## config.mk

```make
export PLATFORM = sky130hd
export DESIGN_NAME = multicycle_data_path
export DESIGN_NICKNAME = d
export VERILOG_FILES = /design/src/rtl/multicycle_data_path.sv
export SDC_FILE = /design/constraint.sdc
export NUM_CORES = 2
export LEC_CHECK = 0
export BUFFER_PORTS_ARGS = -buffer_cell sky130_fd_sc_hd__buf_2
export CAP_MARGIN = 20
export CORE_UTILIZATION = 35
export DETAILED_ROUTE_END_ITERATION = 12
export PLACE_DENSITY = 0.47
export SYNTH_ARGS = -nofsm -noshare
export SYNTH_HDL_FRONTEND = slang
export SYNTH_SLANG_ARGS = --single-unit
```

## constraint.sdc

```tcl
create_clock -name clk -period 4.7 [get_ports clk]
set_input_delay 0.94 -clock clk [delete_from_list [all_inputs] [get_ports clk]]
set_output_delay 0.94 -clock clk [all_outputs]
set_load 0.02 [all_outputs]
```

## src/rtl/multicycle_data_path.sv

```systemverilog
// Multicycle RV32I-subset datapath with control FSM and one stalling memory port.
// Fetch, load and store share the port; an illegal or misaligned operation halts until reset.
module multicycle_data_path #(
  parameter int unsigned     XLEN     = 32,
  parameter int unsigned     NREGS    = 32,
  parameter logic [XLEN-1:0] RESET_PC = '0
) (
  input  logic                     clk,
  input  logic                     reset,
  output logic                     mem_valid,
  output logic                     mem_we,
  output logic [XLEN-1:0]          mem_addr,
  output logic [31:0]              mem_wdata,
  input  logic [31:0]              mem_rdata,
  input  logic                     mem_ready,
  output logic [XLEN-1:0]          pc,
  output logic                     retire,
  output logic                     illegal,
  input  logic [$clog2(NREGS)-1:0] dbg_raddr,
  output logic [XLEN-1:0]          dbg_rdata
);

  localparam int unsigned RW = $clog2(NREGS);

  localparam logic [3:0] S_FETCH    = 4'd0;
  localparam logic [3:0] S_DECODE   = 4'd1;
  localparam logic [3:0] S_EXEC_R   = 4'd2;
  localparam logic [3:0] S_EXEC_I   = 4'd3;
  localparam logic [3:0] S_ALUWB    = 4'd4;
  localparam logic [3:0] S_MEMADR   = 4'd5;
  localparam logic [3:0] S_MEMREAD  = 4'd6;
  localparam logic [3:0] S_MEMWB    = 4'd7;
  localparam logic [3:0] S_MEMWRITE = 4'd8;
  localparam logic [3:0] S_BEQ      = 4'd9;
  localparam logic [3:0] S_JAL      = 4'd10;
  localparam logic [3:0] S_HALT     = 4'd11;

  localparam logic [6:0] OP_R      = 7'b0110011;
  localparam logic [6:0] OP_I      = 7'b0010011;
  localparam logic [6:0] OP_LOAD   = 7'b0000011;
  localparam logic [6:0] OP_STORE  = 7'b0100011;
  localparam logic [6:0] OP_BRANCH = 7'b1100011;
  localparam logic [6:0] OP_JAL    = 7'b1101111;

  logic [3:0]      state_q, state_d;
  logic [XLEN-1:0] pc_q, pc_d;
  logic [31:0]     instr_q, instr_d;
  logic [XLEN-1:0] oldpc_q, oldpc_d;
  logic [XLEN-1:0] a_q, a_d;
  logic [XLEN-1:0] b_q, b_d;
  logic [XLEN-1:0] target_q, target_d;
  logic [XLEN-1:0] aluout_q, aluout_d;
  logic [XLEN-1:0] mdr_q, mdr_d;
  logic            mem_valid_q, mem_valid_d;
  logic            mem_we_q, mem_we_d;
  logic [XLEN-1:0] mem_addr_q, mem_addr_d;
  logic [31:0]     mem_wdata_q, mem_wdata_d;
  logic            illegal_q, illegal_d;
  logic            retire_c;

  logic [XLEN-1:0] rf_q [NREGS];
  logic            rf_we_c;
  logic [RW-1:0]   rf_wa_c;
  logic [XLEN-1:0] rf_wd_c;

  // Instruction fields and sign-extended immediates
  logic [6:0]  opcode;
  logic [4:0]  rd, rs1, rs2;
  logic [2:0]  funct3;
  logic [6:0]  funct7;
  logic [31:0] imm_i32, imm_s32, imm_b32, imm_j32;
  logic [XLEN-1:0] imm_i, imm_s, imm_b, imm_j;

  assign opcode  = instr_q[6:0];
  assign rd      = instr_q[11:7];
  assign funct3  = instr_q[14:12];
  assign rs1     = instr_q[19:15];
  assign rs2     = instr_q[24:20];
  assign funct7  = instr_q[31:25];
  assign imm_i32 = {{20{instr_q[31]}}, instr_q[31:20]};
  assign imm_s32 = {{20{instr_q[31]}}, instr_q[31:25], instr_q[11:7]};
  assign imm_b32 = {{19{instr_q[31]}}, instr_q[31], instr_q[7], instr_q[30:25], instr_q[11:8], 1'b0};
  assign imm_j32 = {{11{instr_q[31]}}, instr_q[31], instr_q[19:12], instr_q[20], instr_q[30:21], 1'b0};
  assign imm_i   = XLEN'($signed(imm_i32));
  assign imm_s   = XLEN'($signed(imm_s32));
  assign imm_b   = XLEN'($signed(imm_b32));
  assign imm_j   = XLEN'($signed(imm_j32));

  // Decode: only fields an instruction actually uses are range-checked against NREGS
  logic rd_ok, rs1_ok, rs2_ok;
  logic dec_r, dec_i, dec_lw, dec_sw, dec_beq, dec_jal;
  logic r_fn_ok, i_fn_ok;

  assign rd_ok  = 32'(rd) < NREGS;
  assign rs1_ok = 32'(rs1) < NREGS;
  assign rs2_ok = 32'(rs2) < NREGS;

  always_comb begin
    r_fn_ok = 1'b0;
    i_fn_ok = 1'b0;
    unique case (funct3)
      3'b000, 3'b010, 3'b110, 3'b111: i_fn_ok = 1'b1;
      default:                        i_fn_ok = 1'b0;
    endcase
    if (funct7 == 7'h00) begin
      r_fn_ok = i_fn_ok;
    end else if (funct7 == 7'h20) begin
      r_fn_ok = (funct3 == 3'b000);
    end
  end

  assign dec_r   = (opcode == OP_R) && r_fn_ok && rd_ok && rs1_ok && rs2_ok;
  assign dec_i   = (opcode == OP_I) && i_fn_ok && rd_ok && rs1_ok;
  assign dec_lw  = (opcode == OP_LOAD) && (funct3 == 3'b010) && rd_ok && rs1_ok;
  assign dec_sw  = (opcode == OP_STORE) && (funct3 == 3'b010) && rs1_ok && rs2_ok;
  assign dec_beq = (opcode == OP_BRANCH) && (funct3 == 3'b000) && rs1_ok && rs2_ok;
  assign dec_jal = (opcode == OP_JAL) && rd_ok;

  logic [XLEN-1:0] rs1_val, rs2_val;
  assign rs1_val = rf_q[rs1[RW-1:0]];
  assign rs2_val = rf_q[rs2[RW-1:0]];

  // ALU shared by R-type and I-type; funct3 encodings coincide for both
  logic [XLEN-1:0] alu_b, alu_res;
  logic            alu_sub;

  assign alu_b   = (state_q == S_EXEC_R) ? b_q : imm_i;
  assign alu_sub = (state_q == S_EXEC_R) && funct7[5];

  always_comb begin
    alu_res = a_q + alu_b;
    unique case (funct3)
      3'b000:  alu_res = alu_sub ? (a_q - alu_b) : (a_q + alu_b);
      3'b010:  alu_res = XLEN'($signed(a_q) < $signed(alu_b));
      3'b110:  alu_res = a_q | alu_b;
      3'b111:  alu_res = a_q & alu_b;
      default: alu_res = a_q + alu_b;
    endcase
  end

  logic [XLEN-1:0] eff_addr;
  logic            mem_done;

  assign eff_addr = a_q + ((opcode == OP_STORE) ? imm_s : imm_i);
  assign mem_done = mem_valid_q && mem_ready;

  // Next-state, datapath latches, register write and retire strobe
  always_comb begin
    state_d  = state_q;
    pc_d     = pc_q;
    instr_d  = instr_q;
    oldpc_d  = oldpc_q;
    a_d      = a_q;
    b_d      = b_q;
    target_d = target_q;
    aluout_d = aluout_q;
    mdr_d    = mdr_q;
    rf_we_c  = 1'b0;
    rf_wa_c  = rd[RW-1:0];
    rf_wd_c  = '0;
    retire_c = 1'b0;

    unique case (state_q)
      S_FETCH: begin
        if (mem_done) begin
          instr_d = mem_rdata;
          oldpc_d = pc_q;
          pc_d    = pc_q + XLEN'(4);
          state_d = S_DECODE;
        end
      end
      S_DECODE: begin
        a_d      = rs1_val;
        b_d      = rs2_val;
        target_d = oldpc_q + ((opcode == OP_JAL) ? imm_j : imm_b);
        if (dec_r)                 state_d = S_EXEC_R;
        else if (dec_i)            state_d = S_EXEC_I;
        else if (dec_lw || dec_sw) state_d = S_MEMADR;
        else if (dec_beq)          state_d = S_BEQ;
        else if (dec_jal)          state_d = S_JAL;
        else                       state_d = S_HALT;
      end
      S_EXEC_R, S_EXEC_I: begin
        aluout_d = alu_res;
        state_d  = S_ALUWB;
      end
      S_ALUWB: begin
        rf_we_c  = 1'b1;
        rf_wd_c  = aluout_q;
        retire_c = 1'b1;
        state_d  = S_FETCH;
      end
      S_MEMADR: begin
        aluout_d = eff_addr;
        if (eff_addr[1:0] != 2'b00)  state_d = S_HALT;
        else if (opcode == OP_STORE) state_d = S_MEMWRITE;
        else                         state_d = S_MEMREAD;
      end
      S_MEMREAD: begin
        if (mem_done) begin
          mdr_d   = XLEN'($signed(mem_rdata));
          state_d = S_MEMWB;
        end
      end
      S_MEMWB: begin
        rf_we_c  = 1'b1;
        rf_wd_c  = mdr_q;
        retire_c = 1'b1;
        state_d  = S_FETCH;
      end
      S_MEMWRITE: begin
        if (mem_done) begin
          retire_c = 1'b1;
          state_d  = S_FETCH;
        end
      end
      S_BEQ: begin
        if (a_q == b_q && target_q[1:0] != 2'b00) begin
          state_d = S_HALT;
        end else begin
          if (a_q == b_q) pc_d = target_q;
          retire_c = 1'b1;
          state_d  = S_FETCH;
        end
      end
      S_JAL: begin
        if (target_q[1:0] != 2'b00) begin
          state_d = S_HALT;
        end else begin
          rf_we_c  = 1'b1;
          rf_wd_c  = oldpc_q + XLEN'(4);
          pc_d     = target_q;
          retire_c = 1'b1;
          state_d  = S_FETCH;
        end
      end
      S_HALT:  state_d = S_HALT;
      default: state_d = S_HALT;
    endcase

    // Port outputs are registered from the upcoming state so they hold steady through wait states
    mem_valid_d = (state_d == S_FETCH) || (state_d == S_MEMREAD) || (state_d == S_MEMWRITE);
    mem_we_d    = (state_d == S_MEMWRITE);
    mem_addr_d  = (state_d == S_FETCH) ? pc_d : aluout_d;
    mem_wdata_d = b_q[31:0];
    illegal_d   = (state_d == S_HALT);
  end

  always_ff @(posedge clk) begin
    if (!reset) begin
      state_q     <= S_FETCH;
      pc_q        <= RESET_PC;
      instr_q     <= '0;
      oldpc_q     <= '0;
      a_q         <= '0;
      b_q         <= '0;
      target_q    <= '0;
      aluout_q    <= '0;
      mdr_q       <= '0;
      mem_valid_q <= 1'b0;
      mem_we_q    <= 1'b0;
      mem_addr_q  <= RESET_PC;
      mem_wdata_q <= '0;
      illegal_q   <= 1'b0;
    end else begin
      state_q     <= state_d;
      pc_q        <= pc_d;
      instr_q     <= instr_d;
      oldpc_q     <= oldpc_d;
      a_q         <= a_d;
      b_q         <= b_d;
      target_q    <= target_d;
      aluout_q    <= aluout_d;
      mdr_q       <= mdr_d;
      mem_valid_q <= mem_valid_d;
      mem_we_q    <= mem_we_d;
      mem_addr_q  <= mem_addr_d;
      mem_wdata_q <= mem_wdata_d;
      illegal_q   <= illegal_d;
    end
  end

  // Register file; x0 is never written so it reads as zero
  always_ff @(posedge clk) begin
    if (!reset) begin
      rf_q <= '{default: '0};
    end else if (rf_we_c && rf_wa_c != '0) begin
      rf_q[rf_wa_c] <= rf_wd_c;
    end
  end

  always_comb begin
    dbg_rdata = '0;
    if (dbg_raddr != '0) dbg_rdata = rf_q[dbg_raddr];
  end

  assign mem_valid = mem_valid_q;
  assign mem_we    = mem_we_q;
  assign mem_addr  = mem_addr_q;
  assign mem_wdata = mem_wdata_q;
  assign pc        = pc_q;
  assign retire    = retire_c;
  assign illegal   = illegal_q;

endmodule

```

Word level (Yosys, flattened, before mapping)
Index checks and enable logic that the tools add are counted.
- input port bits: 40
- register bits: 1351
- reductions and logical operators: 26
- mux-type cells: 48
- $add $sub $neg: 6
- equality and inequality tests: 24
- order comparisons: 6
- bitwise operators: 6
- operator list (cell ; number):
    bitwise mux 1024 bit ; 1
    two-way mux 32 bit ; 16
    binary-select mux 32 bit (select 5 bit) ; 3
    one-hot mux 32 bit (3 select lines) ; 2
    demux 32 bit (select 5 bit) ; 1
    one-hot mux 32 bit (4 select lines) ; 1
    adder 32 bit ; 3
    adder 32 x 3 -> 32 bit (second input constant) ; 2
    one-hot mux 32 bit (2 select lines) ; 1
    two-way mux 4 bit ; 10
    one-hot mux 4 bit (9 select lines) ; 1
    bitwise AND 32 bit ; 1
    equality test 32 bit ; 1
    < comparator 32 bit ; 1
    OR 32 bit ; 1
    subtractor 32 bit ; 1
    >= comparator 6 bit (second input constant) ; 4
    inverter 5 -> 6 bit ; 4
    equality test 7 x 6 -> 1 bit (second input constant) ; 3
    equality test 4 x 3 -> 1 bit (second input constant) ; 5
    equality test 4 bit (second input constant) ; 5
    two-way mux 20 bit ; 1
    equality test 7 bit (second input constant) ; 2
    logical AND 1 bit ; 10
    other kinds (21) ; 36

Longest topological paths before layout
- depth in word-level cells: 10
- depth in mapped cells: 23

Worst setup path after synthesis
No wires, ideal clock.
- path kind: reg-to-reg
- start point: reg state_q[0]
- end point: reg mem_addr_q[25] (netlist: mem_addr[25])
- clock period less this slack: 4.353 ns
- stages on the path, launching flop included: 22
- path slack: 0.347 ns
- arrival time: 4.231 ns
- path through: dfxtp_1 buf_2 nand2b_1 clkbuf_1 nor3_4 clkbuf_1 clkbuf_1 nand2_1 nand2_1 inv_1 ha_1 clkbuf_1 and4_1 nand2_1 nor3_1 nor3_1 o31ai_1 a21oi_1 o221a_2 o211ai_1 o21ai_0 o311a_1
- word-level cells in the longest chain between the ends: 7
- elaborated cells between the ends (all ways): 29
- ends and longest elaborated chain (what ; line ; RTL):
    start: declaration ; 45 ; logic [3:0] state_q, state_d;
    start signal: assignment ; 266 ; state_q <= state_d;
    equality test 4 x 2 -> 1 bit ; 127, 128, 163 ;
    two-way mux 32 bit ; 127 ; assign alu_b = (state_q == S_EXEC_R) ? b_q : imm_i;
    adder 32 bit / subtractor 32 bit (equally long branches) ; 133, 137 ;
    two-way mux 32 bit ; 133 ; 3'b000: alu_res = alu_sub ? (a_q - alu_b) : (a_q + alu_b);
    one-hot mux 32 bit (4 select lines) ; 132 ; unique case (funct3)
    one-hot mux 32 bit (2 select lines) ; 163 ; unique case (state_q)
    two-way mux 32 bit * ; 244 ; mem_addr_d = (state_d == S_FETCH) ? pc_d : aluout_d;
    end signal: assignment ; 277 ; mem_addr_q <= mem_addr_d;
    end: declaration ; 56 ; logic [XLEN-1:0] mem_addr_q, mem_addr_d;
Every way passes the cells marked *; elsewhere a longest branch is shown, timed or not.
A chain may end at the register's enable or synchronous reset.

Worst setup path in the final report
- start point: reg state_q[0]
- end point: reg mem_addr_q[23] (netlist: mem_addr[23])
The elaborated chain is that of the path after synthesis.

==> key figures <==
Worst setup path
  • FF-to-FF Start: state_q[0]
  • CP endpoint kind: register
  • Reg2reg path depth: 19
  • CP endpoint: mem_addr[23]
  • Worst setup path start: state_q[0]
  • Largest fanout on the critical path: 17
  • WS Path Type: register to register
  • Startpoint types: register
  • Critical Path RT: 5.42 ns
  • WP data arrival: 5.25 ns
  • R2R setup slack: about 0.18 ns
  • R2R Path End: mem_addr[23]

Logic synthesis
  • Simple logic cell fraction of the synthesized area: 0.0993
  • Yosys top cell area share: 0.343
  • Cell Area, Synth: 78900 um^2
  • Top_reg_cell synth: dfxtp_1
  • Main combinational cell family by area after synthesis: multiplexers
  • YS warnings: 0
  • Post-Syn Nets: roughly 7900
  • Cells after synthesis: 7714
  • Yosys cell types: 87
  • Top post-synthesis cells by area: dfxtp_1 34%, mux4_2 27%, a211oi_1 7.6%
  • Compound-Gate Fraction of Synth Area: 0.179
  • Synth Register Bits: about 1400
  • Post-synth ARST share: 0
  • Post-synthesis xor/xnor area fraction: 0.0167
  • Fraction of the mapped netlist area in adder cells: 0.0262
  • Number of flops mapped to enable cells by yosys: 0
  • Post-synth top area cell: dfxtp_1
  • Synthesized area per cell: roughly 10 um^2
  • Post-synthesis mux area share: 0.290
  • Register area share after synthesis: 0.343

Clock tree
  • Root cell of the clock tree: clkbuf_16
  • Clk slew on worst S/H paths: around 0.060 ns
  • Hold Buf Count CTS: 0
  • Clock Latency Late Sink: about 0.85 ns
  • Post-CTS setup buffer count: 0
  • Cts bufs inserted: 158
  • Worst-case clock buffer depth: 3
  • H-tree levels: 4
  • Sink Count: between 1000 and 1500
  • CTS tree: yes

Place
  • Cell Area, Placed: around 85000 um^2
  • Placer Congestion: between 0.9 and 1
  • Placed Instances: approximately 10000
  • Post-detail-place hpwl: ~220000 um
  • Port Buffers: 171

Floorplan
  • Die ar.: 227000 um^2
  • Die width: around 480 um
  • Starting Density: 0.353
  • Core Rows: 173
  • IO Pins: 172
  • Die Span Y: approximately 480 um
  • Std-Cell Core Area: approximately 220000 um^2

Pwr
  • Sw frac: 0.343
  • Comb power frac: 0.273
  • Clk pwr share: 0.373
  • Net Sw Power: between 10 and 15 mW
  • Pint: approximately 23 mW
  • Power Density: between 300 and 400 nW/um^2
  • Max rail drop VDD: roughly 0.44 mV
  • Flop pwr share: 0.355
  • Total chip power: approximately 35 mW
  • Leak Pwr: roughly 30 nW

STA
  • Skew final: approximately 0.032 ns
  • Setup TNS: 0 ns
  • RSZ-0062 raised after global routing: false
  • Worst-Margin Slew: 1.17 ns
  • Setup violators final: 0
  • Post-route clock period utilization: 0.962
  • Rel. slew slack: 0.196
  • Slew Viols, Final: 0
  • FMAX: ~220 MHz
  • Final hold vios: 0
  • Min Tclk post-route: roughly 4.5 ns
  • Hold slack: 0.354 ns

Status
  • Status: finished clean

Routing
  • Total Wirelength: about 340000 um
  • Final ANT Viol Nets: 0
  • Detailed-route via count: 67587
  • Via density: roughly 6.3
  • Avg WL per Cell: 31.7 um
  • Remaining DRCs: 0
  • 1st-iter DRT viols: approximately 7800
  • Drt first pass iters: 6

Global route
  • Initial antenna violation count: 25
  • First-pass GRT wire length: a little under 500000 um
  • Overall routing resource usage: 0.293
  • Largest net degree at the start of global routing: 195
  • Gr ovfl total: 0
  • Vias in the first global route: approximately 64000

Min path
  • Hold WC Path Type: input pin to register

Layout
  • Share of layout cells above drive strength 1: 0.247
  • Cell area after layout: around 90000 um^2
  • Nets@finish: between 7000 and 8000
  • Post-route insts no fill: 10768
  • Area Growth Syn to Fin: 14.6%
  • Fillcell total: between 20000 and 25000

Flow run
  • Maxcap violations: 0
layout by cell type, fill, tap and decap left out, types with 34 or more instances in the layout:
cell       netlist  final
dfxtp_1       1351   1339
nor2_1        1022    989
mux4_2         960    960
a211oi_1       795    795
a21oi_1        542    541
nand2_1        443    442
o21ai_0        420    418
buf_4            0    365
buf_2           47    165
clkbuf_16        0    160
ha_1           159    159
xnor2_1        126    126
inv_1          118    118
mux2i_1        101    101
and2_1          96     96
a31oi_1         92     92
buf_12           0     76
nand3_1         71     71
a21o_1          58     58
nand4_1         38     38
nor3_1          42     37
clkbuf_8         0     35
nor2_4           0     34
worst min path at each step:
stage	from	end	slack, ns	cells past startpoint
floorplan	target_q[11]	target_q[11]	0.43	2
global placement	mdr_q[3]	mdr_q[3]	0.44	2
detailed placement	mdr_q[3]	mdr_q[3]	0.45	2
CTS	mem_rdata[30]	mdr_q[30]	0.30	3
global route	mem_rdata[28]	instr_q[28]	0.35	3
finish	mem_rdata[30]	mdr_q[30]	0.35	3
what timing repair did:
item                       4_1_cts  5_1_grt
pin swaps                        0        3
setup endpoints to repair        1       20
gates resized for setup          1        9
power by group through the flow:
stage | Sequential (mW) | Combinational (mW) | Clock (mW)
5_1_grt | 12.3 | 9.99 | 13.6
6_report | 12.3 | 9.47 | 13.0
3_3_place_gp | 12.6 | 9.37 | 0
2_1_floorplan | 12.4 | 5.56 | 0
4_1_cts | 12.3 | 9.33 | 13.1
3_5_place_dp | 12.6 | 9.31 | 0
area by class of cell:
class	instances	area, um^2	share of cell area
well taps	2975	3720	0.0412
diodes	4	10.0	0.000111
repair buffers	610	5140	0.0569
clock buffers	228	4610	0.0510
clock inverters	52	742	0.00821
multi-input cells	5428	48600	0.538
flip-flops and latches	1351	27100	0.300
inverters	120	458	0.00507
metrics by stage:
| stage | worst slack, ns | utilization |
|---|---|---|
| floorplan | 0.347 | - |
| global placement | 0.131 | 0.381 |
| detailed placement | 0.0323 | 0.381 |
| CTS | 0.0587 | 0.405 |
| global route | 0.00620 | 0.405 |
| finish | 0.178 | 0.405 |
cell families after synthesis:
group / Yosys count
buffers and inverters: 935
DFF: 1351
AOI/OAI and AO/OA: 2184
and+or+nand+nor: 1847
adders and majority gates: 163
muxes: 1084
xor gates and xnor gates: 150
flip-flops by register name, summed over array words and instances, names as in the netlist:
register	count
rf_q	1024
a_q	32
aluout_q	32
b_q	32
instr_q	32
mdr_q	32
mem_addr	32
mem_wdata	32
oldpc_q	32
pc	32
target_q	32
state_q	4
illegal	1
mem_valid	1
mem_we	1
layer usage:
metal  share of wire  vias to the layer above  global-route usage
met5         0.00020                        -                   0
met4           0.042                       12               0.112
met3           0.084                      585              0.0515
met2            0.45                     3401               0.452
met1            0.43                    34200               0.408
li1                -                    29389                   -
cell usage after synthesis, drive strengths merged, types with 14 or more instances:
cell	count
o21a	19
a31oi	92
clkbuf	677
nor3	43
o211ai	21
a221oi	29
o31ai	19
buf	138
a222oi	29
mux4	960
nand2b	18
a22oi	22
inv	118
nor4	19
mux2i	101
and2	98
nand4	38
o221ai	14
nor2b	27
xor2	24
ha	159
and3	19
nor2	1026
o21bai	22
mux2	23
a21oi	543
a211oi	795
xnor2	126
o21ai	425
nand3	71
dfxtp	1351
a21o	58
nand2	443
worst max-delay path, stage by stage (launching register included):
cell and delay, ns:
dfxtp_1 0.31, nand2b_1 0.19, nor3_4 0.17, buf_12 0.20
mux2_2 0.37, inv_1 0.09, ha_1 0.33, a21oi_1 0.20
o31ai_1 0.09, buf_4 0.15, a221o_1 0.39, or2_1 0.25
buf_4 0.15, a31o_2 0.27, o21ai_0 0.11, xnor2_1 0.17
mux2i_1 0.11, a221oi_1 0.39, o21ai_0 0.23, o21a_1 0.22
Note: power is estimated with default switching activity, not from simulation.
